--- config.mk ---
export PLATFORM = sky130hd
export DESIGN_NAME = apb_xbar_csr
export DESIGN_NICKNAME = d
export VERILOG_FILES = /design/src/rtl/xbar_csr_pkg.sv /design/src/rtl/xbar_csr_sat_cnt.sv /design/src/rtl/apb_xbar_csr.sv
export SDC_FILE = /design/constraint.sdc
export NUM_CORES = 1
export LEC_CHECK = 0
export CAP_MARGIN = 25
export CORE_MARGIN = 2
export CORE_UTILIZATION = 49
export CTS_CLUSTER_DIAMETER = 40
export DETAILED_ROUTE_END_ITERATION = 8
export PLACE_DENSITY_LB_ADDON = 0.1
export SLEW_MARGIN = 20
export SYNTH_ARGS = -nofsm -noshare
export SYNTH_HDL_FRONTEND = slang
export SYNTH_SLANG_ARGS = --single-unit
--- constraint.sdc ---
create_clock -name clk -period 3.1 [get_ports clk]
set_input_delay 0.62 -clock clk [delete_from_list [all_inputs] [get_ports clk]]
set_output_delay 0.62 -clock clk [all_outputs]
set_load 0.02 [all_outputs]
--- src/rtl/xbar_csr_pkg.sv ---
// Shared definitions for the crossbar APB register block:
// register offsets, bit positions, reset values and APB phase encoding.
package xbar_csr_pkg;

    localparam logic [11:0] OFF_CTRL        = 12'h000;
    localparam logic [11:0] OFF_SLV_EN      = 12'h004;
    localparam logic [11:0] OFF_ERR_STAT    = 12'h008;
    localparam logic [11:0] OFF_AW_ERR_ADDR = 12'h00C;
    localparam logic [11:0] OFF_AR_ERR_ADDR = 12'h010;
    localparam logic [11:0] OFF_AW_CNT      = 12'h014;
    localparam logic [11:0] OFF_AR_CNT      = 12'h018;
    localparam logic [11:0] OFF_IRQ_EN      = 12'h01C;
    localparam logic [11:0] OFF_AW_SID      = 12'h020;
    localparam logic [11:0] OFF_AR_SID      = 12'h024;

    localparam int CTRL_ARB     = 0;
    localparam int CTRL_CNT_EN  = 1;
    localparam int CTRL_CNT_CLR = 2;

    localparam int ERR_AR = 0;
    localparam int ERR_AW = 1;

    localparam logic       RST_ARB    = 1'b0;
    localparam logic       RST_CNT_EN = 1'b1;
    localparam logic [1:0] RST_IRQ_EN = 2'b00;

    typedef enum logic [1:0] {
        IDLE,
        SETUP,
        ACCESS
    } apb_access_e;

    function automatic logic is_ro(input logic [11:0] off);
        return (off == OFF_AW_ERR_ADDR) || (off == OFF_AR_ERR_ADDR) ||
               (off == OFF_AW_CNT)      || (off == OFF_AR_CNT)      ||
               (off == OFF_AW_SID)      || (off == OFF_AR_SID);
    endfunction

endpackage

--- src/rtl/xbar_csr_sat_cnt.sv ---
// 32-bit saturating event counter; clr wins over inc.
// Ports: clk, rst, en (count enable), clr, inc (event pulse), cnt (value).
module xbar_csr_sat_cnt (
    input  logic        clk,
    input  logic        rst,
    input  logic        en,
    input  logic        clr,
    input  logic        inc,
    output logic [31:0] cnt
);

    always_ff @(posedge clk) begin
        if (rst || clr) begin
            cnt <= '0;
        end else if (en && inc && !(&cnt)) begin
            cnt <= cnt + 32'd1;
        end
    end

endmodule

--- src/rtl/apb_xbar_csr.sv ---
// APB3 control/status registers for the AXI crossbar: arbiter mode,
// slave enables, sticky decode-error flags with first-address capture,
// handshake counters and a level interrupt.
// Ports: clk/rst, APB slave (psel..pslverr), error and handshake event
// inputs, live SID buffers, arbiter_type/slv_en controls and irq.
module apb_xbar_csr
    import xbar_csr_pkg::*;
#(
    parameter int          NUM_SLV   = 3,
    parameter int          NUM_MST   = 4,
    parameter int          SID_W     = 8,
    parameter int          ADDR_W    = 32,
    parameter logic [31:0] BASE_ADDR = 32'h5000_0000
) (
    input  logic                     clk,
    input  logic                     rst,
    input  logic                     psel,
    input  logic                     penable,
    input  logic                     pwrite,
    input  logic [31:0]              paddr,
    input  logic [31:0]              pwdata,
    output logic [31:0]              prdata,
    output logic                     pready,
    output logic                     pslverr,
    input  logic                     aw_err,
    input  logic [ADDR_W-1:0]        aw_err_addr,
    input  logic                     ar_err,
    input  logic [ADDR_W-1:0]        ar_err_addr,
    input  logic                     aw_hs,
    input  logic                     ar_hs,
    input  logic [NUM_MST*SID_W-1:0] aw_sid_buf,
    input  logic [NUM_MST*SID_W-1:0] ar_sid_buf,
    output logic                     arbiter_type,
    output logic [NUM_SLV-1:0]       slv_en,
    output logic                     irq
);

    logic [11:0]       off;
    logic              hit;
    logic              mapped;
    logic              acc_err;
    logic [31:0]       rd_data;

    logic              cnt_en;
    logic [1:0]        irq_en;
    logic              ar_flag;
    logic              aw_flag;
    logic [ADDR_W-1:0] ar_addr;
    logic [ADDR_W-1:0] aw_addr;
    logic [31:0]       aw_cnt;
    logic [31:0]       ar_cnt;

    logic              wr_en;
    logic              wr_ctrl;
    logic              wr_slv;
    logic              wr_err;
    logic              wr_irq;
    logic              cnt_clr;
    logic [1:0]        w1c;
    logic              ar_flag_n;
    logic              aw_flag_n;
    logic              ar_cap;
    logic              aw_cap;

    // Upper write-data bits beyond the widest field are don't-care.
    logic unused_bits;
    assign unused_bits = &{1'b0, pwdata};

    always_comb begin
        off     = paddr[11:0];
        hit     = (paddr[31:12] == BASE_ADDR[31:12]);
        mapped  = 1'b0;
        rd_data = '0;
        case (off)
            OFF_CTRL: begin
                mapped  = 1'b1;
                rd_data[CTRL_ARB]    = arbiter_type;
                rd_data[CTRL_CNT_EN] = cnt_en;
            end
            OFF_SLV_EN: begin
                mapped  = 1'b1;
                rd_data = 32'(slv_en);
            end
            OFF_ERR_STAT: begin
                mapped  = 1'b1;
                rd_data[ERR_AR] = ar_flag;
                rd_data[ERR_AW] = aw_flag;
            end
            OFF_AW_ERR_ADDR: begin
                mapped  = 1'b1;
                rd_data = 32'(aw_addr);
            end
            OFF_AR_ERR_ADDR: begin
                mapped  = 1'b1;
                rd_data = 32'(ar_addr);
            end
            OFF_AW_CNT: begin
                mapped  = 1'b1;
                rd_data = aw_cnt;
            end
            OFF_AR_CNT: begin
                mapped  = 1'b1;
                rd_data = ar_cnt;
            end
            OFF_IRQ_EN: begin
                mapped  = 1'b1;
                rd_data = 32'(irq_en);
            end
            OFF_AW_SID: begin
                mapped  = 1'b1;
                rd_data = 32'(aw_sid_buf);
            end
            OFF_AR_SID: begin
                mapped  = 1'b1;
                rd_data = 32'(ar_sid_buf);
            end
            default: begin
                mapped  = 1'b0;
                rd_data = '0;
            end
        endcase
        // Offsets in the map are word aligned, so a byte offset never matches.
        acc_err = !hit || !mapped || (pwrite && is_ro(off));
    end

    assign pready  = psel & penable;
    assign pslverr = psel & penable & acc_err;

    assign wr_en   = psel & penable & pwrite & ~acc_err;
    assign wr_ctrl = wr_en & (off == OFF_CTRL);
    assign wr_slv  = wr_en & (off == OFF_SLV_EN);
    assign wr_err  = wr_en & (off == OFF_ERR_STAT);
    assign wr_irq  = wr_en & (off == OFF_IRQ_EN);
    assign cnt_clr = wr_ctrl & pwdata[CTRL_CNT_CLR];

    // A new event beats a coincident W1C; the address is taken when the
    // flag is clear or being cleared in the same cycle.
    always_comb begin
        w1c       = wr_err ? pwdata[1:0] : 2'b00;
        ar_flag_n = (ar_flag & ~w1c[ERR_AR]) | ar_err;
        aw_flag_n = (aw_flag & ~w1c[ERR_AW]) | aw_err;
        ar_cap    = ar_err & (~ar_flag | w1c[ERR_AR]);
        aw_cap    = aw_err & (~aw_flag | w1c[ERR_AW]);
    end

    always_ff @(posedge clk) begin
        if (rst) begin
            arbiter_type <= RST_ARB;
            cnt_en       <= RST_CNT_EN;
            slv_en       <= {NUM_SLV{1'b1}};
            irq_en       <= RST_IRQ_EN;
            ar_flag      <= 1'b0;
            aw_flag      <= 1'b0;
            ar_addr      <= '0;
            aw_addr      <= '0;
            irq          <= 1'b0;
        end else begin
            if (wr_ctrl) begin
                arbiter_type <= pwdata[CTRL_ARB];
                cnt_en       <= pwdata[CTRL_CNT_EN];
            end
            if (wr_slv) begin
                slv_en <= pwdata[NUM_SLV-1:0];
            end
            if (wr_irq) begin
                irq_en <= pwdata[1:0];
            end
            ar_flag <= ar_flag_n;
            aw_flag <= aw_flag_n;
            if (ar_cap) begin
                ar_addr <= ar_err_addr;
            end
            if (aw_cap) begin
                aw_addr <= aw_err_addr;
            end
            irq <= |({aw_flag, ar_flag} & irq_en);
        end
    end

    // Read data is launched in the setup phase and held for the access.
    always_ff @(posedge clk) begin
        if (rst) begin
            prdata <= '0;
        end else if (psel && !penable && !pwrite) begin
            prdata <= acc_err ? 32'd0 : rd_data;
        end
    end

    xbar_csr_sat_cnt u_aw_cnt (
        .clk (clk),
        .rst (rst),
        .en  (cnt_en),
        .clr (cnt_clr),
        .inc (aw_hs),
        .cnt (aw_cnt)
    );

    xbar_csr_sat_cnt u_ar_cnt (
        .clk (clk),
        .rst (rst),
        .en  (cnt_en),
        .clr (cnt_clr),
        .inc (ar_hs),
        .cnt (ar_cnt)
    );

endmodule

* Word-level counts from Yosys, hierarchy flattened
Cells that the tools add are included.
** Operators by class
- Add/sub/neg operators :: 2
- $mul :: 0
- Divide/modulo/power cells :: 0
- Order comparisons :: 0
- Equal/unequal tests :: 10
- Shifts and indexed selects :: 0
- Muxes and demuxes :: 5
- Bitwise operators :: 23
- Reductions and logical operators :: 26
** Operator list (count)
- case mux 30 bit (7 select lines) :: 1
- adder 32 x 1 -> 32 bit, second input constant :: 2
- AND reduction 32 bit :: 2
- == test 12 x 5 -> 1 bit, second input constant :: 4
- two-way mux 32 bit :: 1
- == test 12 x 4 -> 1 bit, second input constant :: 2
- == test 12 x 6 -> 1 bit, second input constant :: 2
- == test 20 x 19 -> 1 bit, second input constant :: 1
- case mux 2 bit (10 select lines) :: 1
- bitwise AND 1 bit :: 13
- == test 12 x 3 -> 1 bit, second input constant :: 1
- logical NOT 12 bit :: 1
- OR reduction 10 bit :: 1
- logical OR 1 bit :: 8
- logical AND 1 bit :: 7
- logical NOT 1 bit :: 6
- NOT 1 bit :: 5
- bitwise OR 1 bit :: 4
- bitwise AND 2 bit :: 1
- two-way mux 2 bit :: 1
- OR reduction 2 bit :: 1
- two-way mux 1 bit :: 1
** Storage, ports and cells
- Register bits :: 170
- Latch bits :: 0
- Memory bits (writable) :: 0
- Bits in read-only memories :: 0
- Input port bits :: 201
- Memories kept :: 0

* Logic depth before layout (Yosys ltp)
Gate-level depths: netlist of run 1.
- Word-level depth :: 15
- Gate-level depth with buffers :: 8
- Depth with buffers taken out :: 6

* Modules after synthesis
A second synthesis of run 1 with hierarchy kept.
** Unflattened totals
- Cells, all modules :: 1024
- Area, all modules :: 9095.0 µm²
** By module, submodules not included
- apb_xbar_csr :: instances 1, cells an instance 642, area an instance 5874.4 µm², seq. area each 2122.0 µm²
- xbar_csr_sat_cnt :: instances 2, cells an instance 191, area an instance 1610.3 µm², seq. area each 640.6 µm²

* Least setup slack after synthesis of run 1
No wires, ideal clock.
- Kind :: input -> output
- From :: in paddr[3]
- To :: out pslverr
- Data arrival time :: 1873 ps
- Setup slack :: 607 ps
- Stages :: 6
- Cell sequence :: clkbuf_1 > clkbuf_1 > a21oi_1 > nor2_1 > o32ai_1 > a21boi_0
** Between the ends
- Cells in the longest elaborated chain, start to end :: 9
** Ends and longest elaborated chain
- start: declaration :: line apb_xbar_csr.sv:20 : input logic [31:0] paddr,
- branches (longest 7 deep; another with == test 12 x 4 -> 1 bit)
- logical OR 1 bit * :: line apb_xbar_csr.sv:123 : acc_err = !hit || !mapped || (pwrite && is_ro(off));
- bitwise AND 1 bit * :: line apb_xbar_csr.sv:127 : assign pslverr = psel & penable & acc_err;
- end: declaration :: line apb_xbar_csr.sv:24 : output logic pslverr,
Mark *: on every way between the ends.

* Final worst setup path of run 1
- From :: in paddr[29]
- To :: out pslverr
** Between the ends
- Cells in the longest elaborated chain, start to end :: 5
** Ends and longest elaborated chain
- == test 20 x 19 -> 1 bit :: line apb_xbar_csr.sv:71 : hit = (paddr[31:12] == BASE_ADDR[31:12]);
- logical NOT 1 bit :: line apb_xbar_csr.sv:123
- logical OR 1 bit (2 in series) :: line apb_xbar_csr.sv:123
- bitwise AND 1 bit :: line apb_xbar_csr.sv:127
No other way between the ends.

==> qor.yml, run 1 <==
status: "finished, final reports clean"
leakage_nw: 3.91
cp_cell_sequence: "clkdlybuf4s50_1, nor4b_1, buf_4, nand4_1, nor2_1, a21boi_0, dlygate4sd2_1"
cts_tree: "yes"
worstMarginPinSlew_ns: 0.826
root_buffer: "clkbuf_16"
hp-class: "reg2reg"
critPathSlowestCell: "clkdlybuf4s50_1"
place.gp.congestion: 0.990
synth.mux.area_fraction_pct: 2.62
tns_ns: 0
track_usage_pct: 32.2
cp_max_fo: 2
yosysMostFrequentCell: "nand2_1"
drtIter0Drc: 798
ys_warn_count: 0
max_cap_viol_count: 0
cts_buffer_depth: 2
rsz0062_at_grt: "no"
cp_num_buf_inv: 3
fin_nets: 1495
rows: 48
hold_violations: 0
relSlewSlack_pct: 44.0
synth_compound_area_share_pct: 24.8
insertion_delay_ns: 0.44
dieArea_sq_um: 18700
syn_to_final_growth_pct: 37.1
antenna_cells: 0
grt_pass1_wl_mm: 46.0
cts_buffers: 17
cp.required_ns: 2.48
yosysTopAreaCell: "dfxtp_1"
postSynthAreaPerCell_sq_um: 8.05
path_class: "in2out"
fin_skew_ns: 0.00809
fp.dieH_um: 137
synth_xor_area_share_pct: 2.33
power.density_nw_per_um2: 429
io_pins: 240
synth_commonest_cells: "nand2_1, dfxtp_1, a21oi_1"
synth_edf_count: 0
via_count: 9311
io_buffers: 210
drtPass1Iterations: 5
antenna_found_initial: 0
drt_wl_total_mm: 30.9
synth_cells: 1076
postCtsSetupRepairBufs: 0
end_kind: "output port"
cts_max_level: 4
slowest_delay_ns: 0.41
ant_nets: 0
synthDistinctLibCells: 70
synth_simple_gate_area_share_pct: 26.3
holdWs_ns: 0.453
cts.sinks: 170
finish.utilization_pct: 68.6
die-width_um: 137
vias_per_cell: 6.09
cp_top_family: "buffers and inverters"
synth_top_family_by_area: "simple AND/OR/NAND/NOR gates"
holdBufCountCts: 0
clkSlewWorstSetupHoldPaths_ns: 0.07
start_util_pct: 50.1
worstPathArrival_ns: 2.28
synth-seq-area-share_pct: 39.3
grt_max_degree: 73
cp-start-kind: "primary input"
yosys.area.top_type_share_pct: 39.3
hpwl_mm: 23.0
drt-wirelength-per-cell_um: 20.2
synthArstFlopShare_pct: 0
fin_crit_sh_pct: 93.5
drive_above_1_share_pct: 9.58
fmax_mhz: 345
core_area_sq_um: 17300
synth-main-ff-cell: "dfxtp_1"
syn-cell-area_sq_um: 8660
yosys.area_share.adder_pct: 0.289
cts.repair.resized: 1
grt_pass1_vias: 8394
synth.area.top_cells: "dfxtp_1, nand2_1, a21oi_1"
synth-seq-cells: 170
drc: 0
vdd_drop_max_mv: 0.389
overflow: 0
syn_nets: 1279
period_minus_slack_ns: 2.90
slew_violations: 0
finalSetupViolCount: 0
-- cell families after synthesis --
family	count (synthesis)
XOR/XNOR	23
AND/OR/NAND/NOR	456
adder cells (fa/ha/maj)	2
flip-flops	170
multiplexers	18
AO/OA/AOI/OAI	323
buffers and inverters	84
-- layer usage --
metal / global-route usage [%] / wire length, um / part of all wire [%] / vias up
met3: 6.15 / 2340 / 7.6 / 74
met1: 41.7 / 12800 / 41 / 4376
met4: 13.5 / 1170 / 3.8 / 0
li1: - / - / - / 4421
met5: 0 / 0 / 0 / -
met2: 52.6 / 14600 / 47 / 440
-- stage by stage --
stage          power, mW  setup slack (ns)  area [sq um]  instances
2_1_floorplan       2.53             0.607          8660       1076
4_1_cts             5.08             0.173         11900       1530
3_5_place_dp        2.88           -0.0270         11300       1498
6_report            5.09             0.202         11900       1530
5_1_grt             5.22           0.00676         11900       1530
3_3_place_gp        2.87            0.0339         11300       1498
-- where the power goes --
group,internal (mW),switching [mW],total (mW),leakage [nW]
logic,0.308,0.251,0.558,2.25
registers,2.24,0.0405,2.28,1.38
clock network,1.29,0.967,2.26,0.288
total,3.83,1.26,5.09,3.91
-- path summary, 6_finish.rpt --
| check | end | from | depth (start not counted) | slack [ns] |
|---|---|---|---|---|
| max | pslverr | paddr[29] | 7 | 0.20 |
| min | prdata[7]$_SDFFE_PP0P_ | prdata[7]$_SDFFE_PP0P_ | 2 | 0.45 |
| max reg2reg | u_aw_cnt.cnt[15]$_SDFFE_PP0P_ | u_aw_cnt.cnt[7]$_SDFFE_PP0P_ | 5 | 0.66 |
| min reg2reg | prdata[7]$_SDFFE_PP0P_ | prdata[7]$_SDFFE_PP0P_ | 2 | 0.45 |
-- placed cells by master (no fill, tap or decap), types with 8 or more instances in the layout --
cell type / n
nor4_1: 9
clkbuf_16: 17
inv_1: 14
and3_1: 20
a22oi_1: 53
dfxtp_1: 170
nor2b_1: 12
a22o_1: 8
o21ai_0: 53
nand4_1: 25
buf_4: 51
a21oi_1: 101
nand3_1: 35
mux2i_1: 8
nor2_1: 58
and4_1: 9
a31oi_1: 12
and2_1: 16
o22ai_1: 18
clkdlybuf4s50_1: 208
or3_1: 25
xnor2_1: 10
nand2_1: 198
nor3_1: 17
a221oi_1: 25
xor2_1: 13
-- worst min-delay path: stages (launching register included) --
cell	delay [ns]
dfxtp_1	0.32
nand2_1	0.04
o21ai_0	0.05
-- flip-flops by register name, indices dropped and copies added, names as in the netlist --
name,count
prdata,32
ar_addr,32
u_aw_cnt.cnt,32
ar_flag,1
aw_flag,1
u_ar_cnt.cnt,32
arbiter_type,1
irq_en,2
aw_addr,32
cnt_en,1
slv_en,3
irq,1
-- cell type report --
class	instances	area [sq um]
Fill cell	1488	5430
Multi-Input combinational cell	822	4920
Sequential cell	170	3400
Timing Repair Buffer	267	2600
Clock buffer	18	429
Tap cell	225	282
Clock inverter	14	186
Inverter	14	52.6
Note: power is estimated with default switching activity, not from simulation.
==> run 2: changes to the inputs <==
--- a/config.mk
+++ b/config.mk
@@ -11,7 +11,6 @@
 export CTS_CLUSTER_DIAMETER = 40
 export DETAILED_ROUTE_END_ITERATION = 8
 export PLACE_DENSITY_LB_ADDON = 0.1
-export SLEW_MARGIN = 20
 export SYNTH_ARGS = -nofsm -noshare
 export SYNTH_HDL_FRONTEND = slang
 export SYNTH_SLANG_ARGS = --single-unit
==> results of run 2 <==
Final layout, timing and power as in run 1 (identical DEF).
